===== src/rtl/mul52_rr_sched_pkg.sv =====
// Shared widths and types for the round-robin scheduler that fronts the
// 52x52 signed sequential multiplier.
package mul52_rr_sched_pkg;

    localparam int MUL52_W  = 52;
    localparam int MUL52_PW = 103;

    function automatic int req_id_w(input int n_req);
        return (n_req > 1) ? $clog2(n_req) : 1;
    endfunction

    typedef enum logic {
        ST_IDLE     = 1'b0,
        ST_WAIT_RDY = 1'b1
    } sched_state_e;

endpackage


===== src/rtl/mul52_rr_sched_tag_fifo.sv =====
// In-flight requester-ID FIFO; a pop in the same cycle makes room for a push
// even when full. Pops on an empty FIFO are ignored.
module sched_tag_fifo
    import mul52_rr_sched_pkg::*;
#(
    parameter int ID_W      = 2,
    parameter int TAG_DEPTH = 2
) (
    input  logic            i_clk,
    input  logic            i_rst,
    input  logic            i_push,
    input  logic [ID_W-1:0] i_push_id,
    input  logic            i_pop,
    output logic [ID_W-1:0] o_pop_id,
    output logic            o_full,
    output logic            o_empty
);

    localparam int PTR_W = (TAG_DEPTH > 1) ? $clog2(TAG_DEPTH) : 1;
    localparam int CNT_W = $clog2(TAG_DEPTH + 1);

    logic [ID_W-1:0]  mem [TAG_DEPTH];
    logic [PTR_W-1:0] wr_ptr;
    logic [PTR_W-1:0] rd_ptr;
    logic [CNT_W-1:0] count;
    logic             do_push;
    logic             do_pop;

    function automatic logic [PTR_W-1:0] ptr_inc(input logic [PTR_W-1:0] p);
        return (p == PTR_W'(TAG_DEPTH - 1)) ? '0 : p + PTR_W'(1);
    endfunction

    assign o_full   = (count == CNT_W'(TAG_DEPTH));
    assign o_empty  = (count == '0);
    assign do_pop   = i_pop && !o_empty;
    assign do_push  = i_push && (!o_full || do_pop);
    assign o_pop_id = mem[rd_ptr];

    always_ff @(posedge i_clk or posedge i_rst) begin
        if (i_rst) begin
            wr_ptr <= '0;
            rd_ptr <= '0;
            count  <= '0;
            for (int i = 0; i < TAG_DEPTH; i++) begin
                mem[i] <= '0;
            end
        end else begin
            if (do_push) begin
                mem[wr_ptr] <= i_push_id;
                wr_ptr      <= ptr_inc(wr_ptr);
            end
            if (do_pop) begin
                rd_ptr <= ptr_inc(rd_ptr);
            end
            case ({do_push, do_pop})
                2'b10:   count <= count + CNT_W'(1);
                2'b01:   count <= count - CNT_W'(1);
                default: count <= count;
            endcase
        end
    end

endmodule


===== src/rtl/mul52_rr_sched.sv =====
// Round-robin front end sharing one sequential 52x52 multiplier between
// N_REQ requesters, with tag-based routing of products back to their owner.
module mul52_rr_sched
    import mul52_rr_sched_pkg::*;
#(
    parameter int N_REQ     = 4,
    parameter int ID_W      = req_id_w(N_REQ),
    parameter int TAG_DEPTH = 2
) (
    input  logic                     i_clk,
    input  logic                     i_rst,
    input  logic [N_REQ-1:0]         i_req,
    input  logic [MUL52_W*N_REQ-1:0] i_a_bus,
    input  logic [MUL52_W*N_REQ-1:0] i_b_bus,
    output logic [N_REQ-1:0]         o_gnt,
    output logic [MUL52_PW-1:0]      o_c,
    output logic [N_REQ-1:0]         o_c_vld,
    output logic                     o_busy,
    output logic                     o_err,
    output logic                     o_mul_en,
    output logic [MUL52_W-1:0]       o_mul_a,
    output logic [MUL52_W-1:0]       o_mul_b,
    input  logic                     i_mul_in_en,
    input  logic [MUL52_PW-1:0]      i_mul_c,
    input  logic                     i_mul_c_en
);

    // Handshake: i_req is a level held with stable operands until o_gnt; the
    // o_gnt pulse is the acceptance. The multiplier takes o_mul_en as a start
    // pulse, answers with i_mul_in_en when it can take the next operands, and
    // with i_mul_c_en when i_mul_c is valid. Products return in issue order.
    sched_state_e    state;
    logic [ID_W-1:0] rr_ptr;
    logic [ID_W-1:0] cand;
    logic [ID_W-1:0] win_id;
    logic [ID_W-1:0] tag_id;
    logic            win_found;
    logic            can_issue;
    logic            issue;
    logic            pop;
    logic            fifo_full;
    logic            fifo_empty;

    // Scan starts one past the last winner so every requester gets a turn.
    always_comb begin
        cand      = '0;
        win_id    = rr_ptr;
        win_found = 1'b0;
        for (int i = 1; i <= N_REQ; i++) begin
            cand = ID_W'((int'(rr_ptr) + i) % N_REQ);
            if (!win_found && i_req[cand]) begin
                win_found = 1'b1;
                win_id    = cand;
            end
        end
    end

    assign can_issue = (state == ST_IDLE) || i_mul_in_en;
    assign pop       = i_mul_c_en && !fifo_empty;
    assign issue     = can_issue && win_found && (!fifo_full || pop);
    assign o_busy    = !fifo_empty || (state == ST_WAIT_RDY);

    sched_tag_fifo #(
        .ID_W      (ID_W),
        .TAG_DEPTH (TAG_DEPTH)
    ) u_tag_fifo (
        .i_clk     (i_clk),
        .i_rst     (i_rst),
        .i_push    (issue),
        .i_push_id (win_id),
        .i_pop     (i_mul_c_en),
        .o_pop_id  (tag_id),
        .o_full    (fifo_full),
        .o_empty   (fifo_empty)
    );

    always_ff @(posedge i_clk or posedge i_rst) begin
        if (i_rst) begin
            state    <= ST_IDLE;
            rr_ptr   <= ID_W'(N_REQ - 1);
            o_gnt    <= '0;
            o_mul_en <= 1'b0;
            o_mul_a  <= '0;
            o_mul_b  <= '0;
            o_c      <= '0;
            o_c_vld  <= '0;
            o_err    <= 1'b0;
        end else begin
            o_gnt    <= '0;
            o_c_vld  <= '0;
            o_mul_en <= issue;
            if (issue) begin
                state          <= ST_WAIT_RDY;
                rr_ptr         <= win_id;
                o_gnt[win_id]  <= 1'b1;
                o_mul_a        <= i_a_bus[int'(win_id)*MUL52_W +: MUL52_W];
                o_mul_b        <= i_b_bus[int'(win_id)*MUL52_W +: MUL52_W];
            end else if (state == ST_WAIT_RDY && i_mul_in_en && !win_found) begin
                state <= ST_IDLE;
            end
            // A product with no owner is dropped and flagged until reset.
            if (pop) begin
                o_c             <= i_mul_c;
                o_c_vld[tag_id] <= 1'b1;
            end else if (i_mul_c_en) begin
                o_err <= 1'b1;
            end
        end
    end

endmodule


===== config.mk =====
export PLATFORM = sky130hd
export DESIGN_NAME = mul52_rr_sched
export DESIGN_NICKNAME = d
export VERILOG_FILES = /design/src/rtl/mul52_rr_sched_pkg.sv /design/src/rtl/mul52_rr_sched_tag_fifo.sv /design/src/rtl/mul52_rr_sched.sv
export SDC_FILE = /design/constraint.sdc
export NUM_CORES = 1
export LEC_CHECK = 0
export CAP_MARGIN = 20
export CORE_AREA = 2 2 287 289
export DETAILED_ROUTE_END_ITERATION = 7
export DIE_AREA = 0 0 289 291
export PLACE_DENSITY = 0.48
export SYNTH_ARGS = -nofsm -noshare
export SYNTH_HDL_FRONTEND = slang
export SYNTH_SLANG_ARGS = --single-unit

===== constraint.sdc =====
create_clock -name i_clk -period 7.24 [get_ports i_clk]
set_input_delay 1.448 -clock i_clk [delete_from_list [all_inputs] [get_ports i_clk]]
set_output_delay 1.448 -clock i_clk [all_outputs]
set_load 0.005 [all_outputs]

# Word level (Yosys, flattened, before mapping)
# Cells that the tools add are included.
# totals
reg_bits,228
in_bits,527
output_inout_bits,218
word_cells,101
# classes
n_addsub,8
mul,1
magnitude_cmp,11
eq_ne,3
n_shift,2
n_mux,33
bitwise,4
n_reduce_logical,25
# op_table
op,count
$shiftx 208x32->52,1
$shiftx 208x9->52,1
$lt 2x3->1 const B,6
$mux 2,8
$mux 1,14
$logic_and 1x1->1,12
$bmux 1 s2,4
$mux 4,2
$add 2x1->2 const B,3
$logic_not 1->1,6
$mul 2x4->6 const B,1
$add 2x2->2 const B,2
$bwmux 4,1
$demux 1 s2,2
$eq 2x2->1 const B,2
$ge 2x1->1 const B,2
$ge 2x2->1 const B,2
$not 1->2,2
$pmux 2 s2,1
$reduce_bool 2->1,2
$logic_or 1x1->1,3
$add 1x1->1 const B,2
$demux 2 s1,1
$eq 2x1->1 const B,1
5 further kinds,6

# Longest topological paths before layout
# Gate-level depths: netlist of the first run.
# logic_depth
depth_word,18
depth_mapped,11
ltp_nobuf,7

# By module
# Synthesis of the first run repeated with hierarchy kept, for this count alone.
# unflattened
hier_cells,1362
hier_area_um2,12434.4
# modules_own_cells
mod,n_inst,cells_per_inst,area_each_um2,seq_area_each_um2
mul52_rr_sched,1,1332,12046.6,5507.8
sched_tag_fifo,1,30,387.9,200.2

# Least setup slack after synthesis of the first run
# Ideal clock, no wire load.
# synth_timing
kind,input to register
startpoint,input port i_req[3]
endpoint,register o_mul_b[14]
setup_ns,0.151
arrival_ns,2.796
t_required_ns,7.089
setup_slack_ns,4.293
path_stages,6
n_path_buf,1
path_cell_list,nand2b_1 > a21boi_1 > nor2_1 > nor2_1 > clkbuf_1 > a211oi_2
# synth_between
elab_chain_len,14
word_cells_on_any_way,26
classes_between,mul (1); shift (1); mux (16); reduce/logical (8)
# synth_lines
element,line,source
from (decl),mul52_rr_sched.sv:12,"input logic [N_REQ-1:0] i_req,"
$bmux 1 s2,mul52_rr_sched.sv:51,if (!win_found && i_req[cand]) begin
$mux 1 (implied by the code),mul52_rr_sched.sv:51,
$mux 1,mul52_rr_sched.sv:51,
$logic_not 1->1,mul52_rr_sched.sv:51,
$logic_and 1x1->1,mul52_rr_sched.sv:51,
$mux 1,mul52_rr_sched.sv:51,
$logic_not 1->1,mul52_rr_sched.sv:51,
$logic_and 1x1->1,mul52_rr_sched.sv:51,
$mux 1,mul52_rr_sched.sv:51,
$logic_not 1->1,mul52_rr_sched.sv:51,
$logic_and 1x1->1,mul52_rr_sched.sv:51,
$mux 2 or $mux 1 (tied branches),mul52_rr_sched.sv:51,
$mul 2x4->6 or $logic_and 1x1->1 (tied branches),"mul52_rr_sched.sv:97, mul52_rr_sched.sv:60",
$shiftx 208x9->52 or $logic_and 1x1->1 (tied branches),"mul52_rr_sched.sv:97, mul52_rr_sched.sv:60",
to (signal assigned),mul52_rr_sched.sv:97,o_mul_b <= i_b_bus[int'(win_id)*MUL52_W +: MUL52_W];
to (decl),mul52_rr_sched.sv:22,"output logic [MUL52_W-1:0] o_mul_b,"
# Several ways; a longest one is shown, not always the timed one. The select of a mux whose other input is x is not followed.
# A chain may end at the register's enable or synchronous reset.

# Worst setup path after layout of the first run
# layout_timing
startpoint,input port i_req[2]
endpoint,register o_mul_a[48]
# layout_between
elab_chain_len,14
word_cells_on_any_way,26
classes_between,mul (1); shift (1); mux (16); reduce/logical (8)
# layout_lines
element,line,source
$bmux 1 s2,mul52_rr_sched.sv:51,
$mux 1 (implied by the code),mul52_rr_sched.sv:51,
$mux 1,mul52_rr_sched.sv:51,
$logic_not 1->1,mul52_rr_sched.sv:51,
$logic_and 1x1->1,mul52_rr_sched.sv:51,
$mux 1,mul52_rr_sched.sv:51,
$logic_not 1->1,mul52_rr_sched.sv:51,
$logic_and 1x1->1,mul52_rr_sched.sv:51,
$mux 1,mul52_rr_sched.sv:51,
$logic_not 1->1,mul52_rr_sched.sv:51,
$logic_and 1x1->1,mul52_rr_sched.sv:51,
$mux 2 or $mux 1 (tied branches),mul52_rr_sched.sv:51,
$mul 2x4->6 or $logic_and 1x1->1 (tied branches),"mul52_rr_sched.sv:96, mul52_rr_sched.sv:60",
$shiftx 208x32->52 or $logic_and 1x1->1 (tied branches),"mul52_rr_sched.sv:96, mul52_rr_sched.sv:60",
to (signal assigned),mul52_rr_sched.sv:96,o_mul_a <= i_a_bus[int'(win_id)*MUL52_W +: MUL52_W];
to (decl),mul52_rr_sched.sv:21,"output logic [MUL52_W-1:0] o_mul_a,"
# Several ways; a longest one is shown, not always the timed one. The select of a mux whose other input is x is not followed.

==> run metrics, run 1 <==
router iterations before antenna repair 4; crit path kind in2reg; CP Data Arrival Time approximately 4.8 ns; synth top area cells dfrtp_1 47%, nand2_1 9.9%, mux2i_1 8.8%, and2_1 5.4%, a221oi_2 5.0%; crit end category flip-flop; Via Count between 10000 and 15000; Hold WS 0.470 ns; routed len/inst approximately 20 µm; vias per cell roughly 4; dpl hpwl about 44000 µm; # port buffers between 700 and 800; Pleak just under 9 nW; setup TNS 0 ns; Final #Nets approximately 2400; min Tclk post-route 4.26 ns; Placement Rows 105; status complete, no violations; die width just under 300 µm; Slew Limit Headroom 0.251; TritonCTS Sinks around 230; period utilization 0.588; number of global-route vias before repair roughly 13000; number of synthesized flops with an enable pin 0; first-pass GRT wire length 85900 µm; largest area contributor in the netlist dfrtp_1; Async S/R FF share, synth 1.00; initial drt markers roughly 460; warnings from Yosys 0; Finish-stage setup viols 0; Root Buffer clkbuf_16; Avg Cell Area, Syn between 9 and 10 µm²; post-synth top area share 0.472; Seq/Total Area, Yosys 0.477; Hold Vio Cnt, Final 0; dpl cells 2958; top_reg_cell synth dfrtp_1; CP startpoint i_req[2]; Slew @ Worst Pin ~1.1 ns; Setup Buffers After CTS 0; # Max-Cap Violations 0; Unique masters post-synth between 40 and 50; routability cong. ~0.84; Layout Skew approximately 0.0088 ns; Final Worst Setup Slack just under 3 ns; Non-Filler Instances 3011; count of pins over their slew limit 0; gr ovfl total 0; syn nets 1760; htree depth 1; Worst-Skew Late Latency slightly below 0.6 ns; core area 81200 µm²; Mapped Area 12000 µm²; critical path cell sequence clkdlybuf4s50_1, nor4_2, nor2_2, o21ai_2, inv_4, or3b_4, buf_12, a221oi_1, a211oi_1; CTS buffer count 29; Placement Setup Slack ~2.3 ns; min-delay worst type reg2reg; # resized after CTS 0; Die Y just under 300 µm; antenna violations before repair 1; Critical-path top delay cell or3b_4; min-delay src o_c[72]; power per cell area between 300 and 400 nW/µm²; Reg2Reg Launch Point u_tag_fifo.count[0]; Fmax about 230 MHz; Worst setup SP type input pin; Worst R2R Setup Slack approximately 4 ns; Clock Tree Buf Depth 3; DRC 0; CTS tree built; Gate Count Post-Synth between 1000 and 1500; CTS clk-pin slew, worst paths approximately 0.060 ns; RSZ-0062 raised after global routing false; CP max stage delay 0.93 ns; GRT Overall Usage 0.135; Pwr Total 0.00769 W; worst IR drop on VDD around 180 µV; post-route ant nets 0; Final Routed Wirelength 58800 µm; crit-path max FO 57; FF+latch count, synth approximately 230; hold_buf cts 0; CP required a little under 8 ns; Die ar. approximately 84000 µm²; pin count of the biggest net entering global routing around 140; Initial Utilization 0.147; Syn-to-layout area delta 79.9%; IO Pins ~750; layout cells sized above 1 0.0825
## per-layer routing
layer,share of wire,up-vias,global-route usage
met5,0.00022,-,0
met4,0.033,2,0.0435
met3,0.077,85,0.0317
met2,0.50,541,0.241
met1,0.39,5730,0.156
li1,-,5701,-
## critical path, delay by kind of cell
kind	cells	cell delay [ns]
AOI/OAI and AO/OA	3	0.55
buffers and inverters	3	1.20
and+or+nand+nor	3	1.43
## cell families after synthesis
family                     synth area share
and+or+nand+nor                       0.201
DFF                                   0.477
AOI/OAI and AO/OA                     0.185
buffers and inverters                0.0439
muxes                                0.0896
xor gates and xnor gates            0.00366
adders and majority gates           0.00104
## layout make-up
class	instances	area (µm²)
fill	8592	59600
antenna	1	2.50
clock buffer	40	867
multi-input combinational	893	5810
inverter	7	33.8
tap	1070	1340
timing repair buffer	761	7650
sequential	228	5710
clock inverter	11	139
## synth_stat cells, types with 3 or more instances
cell,instances
mux2i_1,105
inv_1,5
a21o_1,3
a211oi_1,70
a221oi_1,64
buf_4,5
a221oi_2,40
nor3_1,5
buf_2,27
a21oi_1,4
nor2_1,119
dfrtp_1,226
xnor2_1,3
a211oi_2,33
nand2b_1,4
nand2_1,315
buf_1,9
buf_6,6
and2_1,104
clkbuf_1,56
## per-stage QoR
| step | area, µm² | utilization |
|---|---|---|
| 2_1_floorplan | 12000 | - |
| 3_3_place_gp | 20500 | 0.253 |
| 3_5_place_dp | 20500 | 0.253 |
| 4_1_cts | 21500 | 0.265 |
| 5_1_grt | 21500 | 0.265 |
| 6_report | 21500 | 0.265 |
## cell usage in the layout (no fill, tap or decap), types with 11 or more instances in the layout
master / netlist / final
clkdlybuf4s50_1: 0 / 744
clkbuf_16: 0 / 29
buf_4: 5 / 11
and2_1: 104 / 103
mux2i_1: 105 / 105
dfrtp_1: 226 / 226
a211oi_1: 70 / 70
a221oi_1: 64 / 64
a211oi_2: 33 / 33
nand2_1: 315 / 315
a221oi_2: 40 / 40
nor2_1: 119 / 118
## path summary, 6_finish.rpt
path | to | cells past startpoint
setup reg to reg | o_mul_a[48] | 8
setup / recovery | o_mul_a[48] | 9
hold / removal | o_c[72] | 2
min in group asynchronous | o_c[74] | 3
hold reg to reg | o_c[72] | 2
max in group asynchronous | o_mul_a[16] | 4
## power by group
part | leakage, nW | switching, W | internal (W) | total, W
sequential | 2.67 | 0.000364 | 0.00188 | 0.00224
clock | 0.497 | 0.000600 | 0.000933 | 0.00153
combinational | 5.66 | 0.00193 | 0.00198 | 0.00391
total | 8.83 | 0.00289 | 0.00479 | 0.00769
## state kept, by name (all words and copies together), names as in the netlist
name and cells:
o_mul_en 1, u_tag_fifo.rd_ptr 1, o_mul_b 52, u_tag_fifo.count 2, o_err 1, o_mul_a 52
u_tag_fifo.mem 4, u_tag_fifo.wr_ptr 1, o_gnt 4, o_c 103, o_c_vld 4, state 1
rr_ptr 2
No activity file was read; power rests on OpenSTA's default activity.
==> run 2: changes to the inputs <==
==> constraint.sdc (replaced) <==
create_clock -name i_clk -period 3.7 [get_ports i_clk]
set_input_delay 0.74 -clock i_clk [delete_from_list [all_inputs] [get_ports i_clk]]
set_output_delay 0.74 -clock i_clk [all_outputs]
set_load 0.005 [all_outputs]
==> run 2 against run 1 <==
  * Combinational power grew 100%
  * Worst hold slack gained 0.0012 ns
  * Wire length grew 1.2%
  * Power grew 100%
  * Global-route usage is essentially flat
  * Clock power grew 100%
  * Count of clock-buffer cells in the layout is the same
  * Critical path type unchanged
==> run metrics, run 2 (same netlist as run 1, synthesis figures left out) <==
Largest regs o_c: 103 flops, o_mul_a: 52 flops, o_mul_b: 52 flops (unchanged); min-delay src o_c[53] (was o_c[72]); Clk pwr share 0.200 (was 0.199); Via Count 12186 (was 12059); min Tclk post-route ~2.7 ns; Finish-stage setup viols 0 (unchanged); CP Data Arrival Time 3.15 ns (was 4.75 ns); crit-path max FO 51 (was 57); Pint 0.00963 W (was 0.00479 W); min-delay worst type reg2reg (unchanged); sw frac 0.372 (was 0.376); CTS tree built (unchanged); initial drt markers 459 (was 455); M1 WL 22400 µm (was 22800 µm); period utilization 0.725; Fmax about 370 MHz; CP startpoint i_req[3] (was i_req[2]); Reg-to-Reg End o_mul_a[39] (was o_mul_a[48]); Layout Skew 0.00980 ns (was 0.00876 ns); # port buffers 744 (unchanged); number of global-route vias before repair 12927 (was 12970); Setup Buffers After CTS 0 (unchanged); most frequent cells in the layout 744 x clkdlybuf4s50_1, 315 x nand2_1, 226 x dfrtp_1 (unchanged); dpl cells 2978 (was 2958); Die ar. 84100 µm² (unchanged); dpl hpwl 45300 µm (was 44000 µm); Non-Filler Instances 3031 (was 3011); CTS clk-pin slew, worst paths 0.06 ns (about the same); pin count of the biggest net entering global routing 104 (was 137); Most flops, register o_c (unchanged); commonest non-fill, non-tap cell in the layout clkdlybuf4s50_1 (unchanged); setup TNS 0 ns (unchanged); Pleak 8.98 nW (was 8.83 nW); sw power 0.00571 W (was 0.00289 W); layout cells sized above 1 0.0908 (was 0.0825); GRT Overall Usage 0.135 (about the same); router iterations before antenna repair 5 (was 4); die width 289 µm (unchanged); Met2 Wirelength 30600 µm (was 29500 µm); crit path kind in2reg (unchanged); DRC 0 (unchanged); count of pins over their slew limit 0 (unchanged); status complete, no violations (unchanged); Hold Vio Cnt, Final 0 (unchanged); R2R cell count 8 (unchanged); Placement Rows 105 (unchanged); Final #Nets 2467 (was 2448); CP required 4.16 ns (was 7.73 ns); # resized after CTS 0 (unchanged); Slew @ Worst Pin 0.668 ns (was 1.12 ns); Seq pwr share 0.286 (was 0.292); routability cong. 0.824 (was 0.844); Worst-Skew Late Latency 0.57 ns (was 0.58 ns); vias per cell 4.02 (was 4.00); post-route ant nets 0 (unchanged); RSZ-0062 raised after global routing false (unchanged); Initial Utilization 0.147 (unchanged); crit end category flip-flop (unchanged); Slew Limit Headroom 0.554 (was 0.251); core area 81200 µm² (unchanged); Comb power frac 0.513 (was 0.509); Worst R2R Setup Slack 1.33 ns (was 4.03 ns); Largest register FFs 103 (unchanged); htree depth 1 (unchanged); first-pass GRT wire length 85700 µm (was 85900 µm); Syn-to-layout area delta 82.5% (was 79.9%); Clock Tree Buf Depth 3 (unchanged); power per cell area 702 nW/µm² (was 357 nW/µm²); routed len/inst 19.6 µm (was 19.5 µm); Die Y 291 µm (unchanged); antenna violations before repair 3 (was 1); worst IR drop on VDD 330 µV (was 178 µV); footprint of the multi-input gates 5810 µm² (unchanged); CTS buffer count 28 (was 29); CP endpoint o_mul_a[4] (was o_mul_a[48]); IO Pins 745 (unchanged); Final Routed Wirelength 59500 µm (was 58800 µm); Worst setup SP type input pin (unchanged); # Max-Cap Violations 0 (unchanged); Reg area 5710 µm² (unchanged); Top Layer Used met5 (unchanged); fillers 8555 (was 8592); hold_buf cts 0 (unchanged); TritonCTS Sinks 228 (unchanged); gr ovfl total 0 (unchanged); met3 WL 4790 µm (was 4540 µm); Reg2Reg Launch Point u_tag_fifo.count[1] (was u_tag_fifo.count[0]); Root Buffer clkbuf_16 (unchanged)
[run 2: area by class of cell]
| type | instances | share of cell area |
|---|---|---|
| diodes | 1 | 0.000114 |
| clock inverters | 11 | 0.00836 |
| well taps | 1070 | 0.0613 |
| clock buffers | 40 | 0.0388 |
| flip-flops and latches | 228 | 0.261 |
| multi-input cells | 893 | 0.266 |
| repair buffers | 781 | 0.363 |
| inverters | 7 | 0.00155 |
[run 2: power by group through the flow]
stage,Combinational (W),Sequential (W),Clock (W)
floorplan,0.00347,0.00440,0
global placement,0.00799,0.00438,0
detailed placement,0.00803,0.00444,0
CTS,0.00806,0.00441,0.00321
global route,0.00856,0.00456,0.00331
finish,0.00787,0.00439,0.00307
[run 2: worst min-delay path by stage]
stage                         end  cells past startpoint
after floorplan             o_err                      1
after global placement    o_c[73]                      2
after detailed placement  o_c[87]                      2
after CTS                 o_c[87]                      2
after global routing      o_c[87]                      2
final                     o_c[53]                      2
[run 2: per-stage QoR]
stage / util / hold slack [ns] / setup slack (ns) / instance area, µm² / total power (W)
6_report: 0.269 / 0.471 / 1.02 / 21900 / 0.0153
5_1_grt: 0.269 / 0.492 / 0.877 / 21900 / 0.0164
4_1_cts: 0.269 / 0.476 / 1.03 / 21800 / 0.0157
3_5_place_dp: 0.256 / 0.461 / 0.416 / 20800 / 0.0125
3_3_place_gp: 0.256 / 0.457 / 0.537 / 20800 / 0.0124
2_1_floorplan: - / 0.451 / -0.0183 / 12000 / 0.00786
[run 2: critical path: stages]
cell	delay [ns]
clkdlybuf4s50_1	0.49
nor4_2	0.40
nor2_2	0.09
o21ai_2	0.20
inv_4	0.11
or3b_4	0.37
buf_12	0.26
a221oi_1	0.09
a211oi_1	0.26
[run 2: metal layers]
| layer | vias to the layer above | track usage |
|---|---|---|
| met5 | - | 0 |
| met4 | 4 | 0.0380 |
| met3 | 78 | 0.0348 |
| met2 | 532 | 0.248 |
| met1 | 5841 | 0.152 |
| li1 | 5731 | - |
==> run 3: changes to the inputs <==
--- a/config.mk
+++ b/config.mk
@@ -6,10 +6,10 @@
 export NUM_CORES = 1
 export LEC_CHECK = 0
 export CAP_MARGIN = 20
-export CORE_AREA = 2 2 287 289
+export CORE_AREA = 2 2 288 290
 export DETAILED_ROUTE_END_ITERATION = 7
-export DIE_AREA = 0 0 289 291
-export PLACE_DENSITY = 0.48
+export DIE_AREA = 0 0 290 292
+export PLACE_DENSITY = 0.47
 export SYNTH_ARGS = -nofsm -noshare
 export SYNTH_HDL_FRONTEND = slang
 export SYNTH_SLANG_ARGS = --single-unit
==> constraint.sdc (replaced) <==
create_clock -name i_clk -period 2.7 [get_ports i_clk]
set_input_delay 0.54 -clock i_clk [delete_from_list [all_inputs] [get_ports i_clk]]
set_output_delay 0.54 -clock i_clk [all_outputs]
set_load 0.005 [all_outputs]
==> run 3 against run 2 <==
  * Cell count up 2.1%
  * Combinational power up 49%
  * Sequential power up 37%
  * Clock skew up 0.0068 ns
  * Global-route usage up 0.76 points
  * Clock power up 33%
  * Worst setup slack worse by 0.72 ns
  * Critical path depth down 6
  * Power up 42%
  * Flip-flop and latch count unchanged
  * Non-clock buffer count up 60
  * Via count up 2.6%
  * Largest cell class unchanged
  * Largest power group unchanged
  * Highest routed layer unchanged
==> run metrics, run 3 (same netlist as run 1, synthesis figures left out) <==
commonest non-fill, non-tap cell in the layout clkdlybuf4s50_1 (unchanged); # Max-Cap Violations 0 (unchanged); min Tclk post-route roughly 2.4 ns; router iterations before antenna repair 5 (unchanged); TritonCTS Sinks 228 (unchanged); dpl hpwl 48800 µm (was 45300 µm); Via Count 12502 (was 12186); CP endpoint o_busy (was o_mul_a[4]); Worst setup SP type flip-flop (was input pin); worst IR drop on VDD 385 µV (was 330 µV); Setup Buffers After CTS 0 (unchanged); routability cong. 0.839 (was 0.824); Die ar. 84700 µm² (was 84100 µm²); Layout Skew 0.0166 ns (was 0.00980 ns); vias per cell 4.04 (was 4.02); CTS clk-pin slew, worst paths 0.06 ns (about the same); CP max stage delay 0.61 ns (was 0.49 ns); CP startpoint u_tag_fifo.count[0] (was i_req[3]); Worst R2R Setup Slack 0.39 ns (was 1.33 ns); Critical-path top delay cell clkdlybuf4s50_1 (unchanged); CTS tree built (unchanged); setup TNS 0 ns (unchanged); fillers 8571 (was 8555); min-delay worst type in2async (was reg2reg); Hold Vio Cnt, Final 0 (unchanged); Fmax between 400 and 500 MHz; Reg2Reg Launch Point rr_ptr[1] (was u_tag_fifo.count[1]); crit end category primary output (was flip-flop); Slew @ Worst Pin 0.813 ns (was 0.668 ns); # port buffers 744 (unchanged); Syn-to-layout area delta 87.3% (was 82.5%); GRT Overall Usage 0.143 (was 0.135); initial drt markers 408 (was 459); Largest register FFs 103 (unchanged); most frequent cells in the layout 744 x clkdlybuf4s50_1, 315 x nand2_1, 226 x dfrtp_1 (unchanged); post-route ant nets 0 (unchanged); # resized after CTS 0 (unchanged); Pleak 9.31 nW (was 8.98 nW); CP Data Arrival Time 1.86 ns (was 3.15 ns); Slew Limit Headroom 0.458 (was 0.554); first-pass GRT wire length 91200 µm (was 85700 µm); CTS buffer count 29 (was 28); die width 290 µm (was 289 µm); RSZ-0062 raised after global routing false (unchanged); period utilization 0.889; crit-path max FO 5 (was 51); Final #Nets 2528 (was 2467); core area 81600 µm² (was 81200 µm²); layout cells sized above 1 0.116 (was 0.0908); IO Pins 745 (unchanged); power per cell area 973 nW/µm² (was 702 nW/µm²); number of global-route vias before repair 13529 (was 12927); routed len/inst 20.3 µm (was 19.6 µm); crit path kind reg2out (was in2reg); status complete, no violations (unchanged); Largest regs o_c: 103 flops, o_mul_a: 52 flops, o_mul_b: 52 flops (unchanged); Placement Rows 105 (unchanged); Die Y 292 µm (was 291 µm); count of pins over their slew limit 0 (unchanged); Most flops, register o_c (unchanged); Reg-to-Reg End o_mul_b[5] (was o_mul_a[39]); DRC 0 (unchanged); antenna violations before repair 9 (was 3); Final Routed Wirelength 62800 µm (was 59500 µm); gr ovfl total 0 (unchanged); Worst-Skew Late Latency 0.58 ns (was 0.57 ns); htree depth 1 (unchanged); Clock Tree Buf Depth 3 (unchanged); Initial Utilization 0.147 (about the same); R2R cell count 8 (unchanged); Cell Area, Placed 21400 µm² (was 20800 µm²); Finish-stage setup viols 0 (unchanged); hold_buf cts 0 (unchanged); CP required 2.16 ns (was 4.16 ns); post-route cell area 22400 µm² (was 21900 µm²); critical path cell sequence nor2_1, nand2_1, clkdlybuf4s50_1 (was clkdlybuf4s50_1, nor4_2, nor2_2, o21ai_2, inv_4, or3b_4, buf_12, a221oi_1, a211oi_1); Root Buffer clkbuf_16 (unchanged); pin count of the biggest net entering global routing 109 (was 104)
run 3: cell types whose count changed in the layout (fill, tap and decap cells not counted), moves of 2 or more:
cell / previous run / this run
buf_4: 20 / 66
buf_12: 17 / 31
clkbuf_1: 3 / 9
bufinv_16: 5 / 3
clkbuf_8: 8 / 6
inv_6: 0 / 2
run 3: worst min path at each step:
stage,from,end,slack [ns]
2_1_floorplan,o_err,o_err,0.45
6_report,i_rst,o_mul_b[0],0.27
5_1_grt,i_rst,o_mul_b[0],0.26
3_5_place_dp,o_c[69],o_c[69],0.46
3_3_place_gp,o_err,o_err,0.45
4_1_cts,i_rst,o_mul_b[0],0.24
run 3: layer usage:
metal | GRT usage | up-vias | wire (µm)
li1 | - | 5861 | -
met1 | 0.167 | 6018 | 25000
met2 | 0.253 | 519 | 31200
met3 | 0.0385 | 92 | 4530
met4 | 0.0445 | 12 | 1900
met5 | 0 | - | 80
run 3: report_power, final:
part | switching [W] | internal (W) | leakage (nW)
sequential | 0.000989 | 0.00503 | 2.67
combinational | 0.00550 | 0.00622 | 6.16
clock | 0.00166 | 0.00243 | 0.478
run 3: per-stage QoR:
step           power (W)  hold slack, ns  setup WS (ns)  std cells   util
2_1_floorplan     0.0108           0.451         -0.818       1232      -
5_1_grt           0.0233           0.258          0.153       3095  0.275
3_3_place_gp      0.0179           0.446         -0.265       3039  0.263
3_5_place_dp      0.0181           0.463         -0.284       3039  0.263
4_1_cts           0.0223           0.236          0.220       3093  0.275
6_report          0.0218           0.272          0.298       3095  0.275
run 3: final cells by class:
class | count | area (µm²) | share of cell area
Timing Repair Buffer | 841 | 8560 | 0.382
Multi-Input combinational cell | 893 | 5800 | 0.259
Clock inverter | 10 | 135 | 0.00603
Clock buffer | 44 | 842 | 0.0375
Antenna cell | 2 | 5.00 | 0.000223
Sequential cell | 228 | 5710 | 0.255
Tap cell | 1070 | 1340 | 0.0597
Inverter | 7 | 33.8 | 0.00151
run 3: critical path, delay by kind of cell (launching register included):
kind,cells,cell delay (ns)
flip-flops,1,0.47
AND/OR/NAND/NOR,2,0.18
buffers and inverters,1,0.61
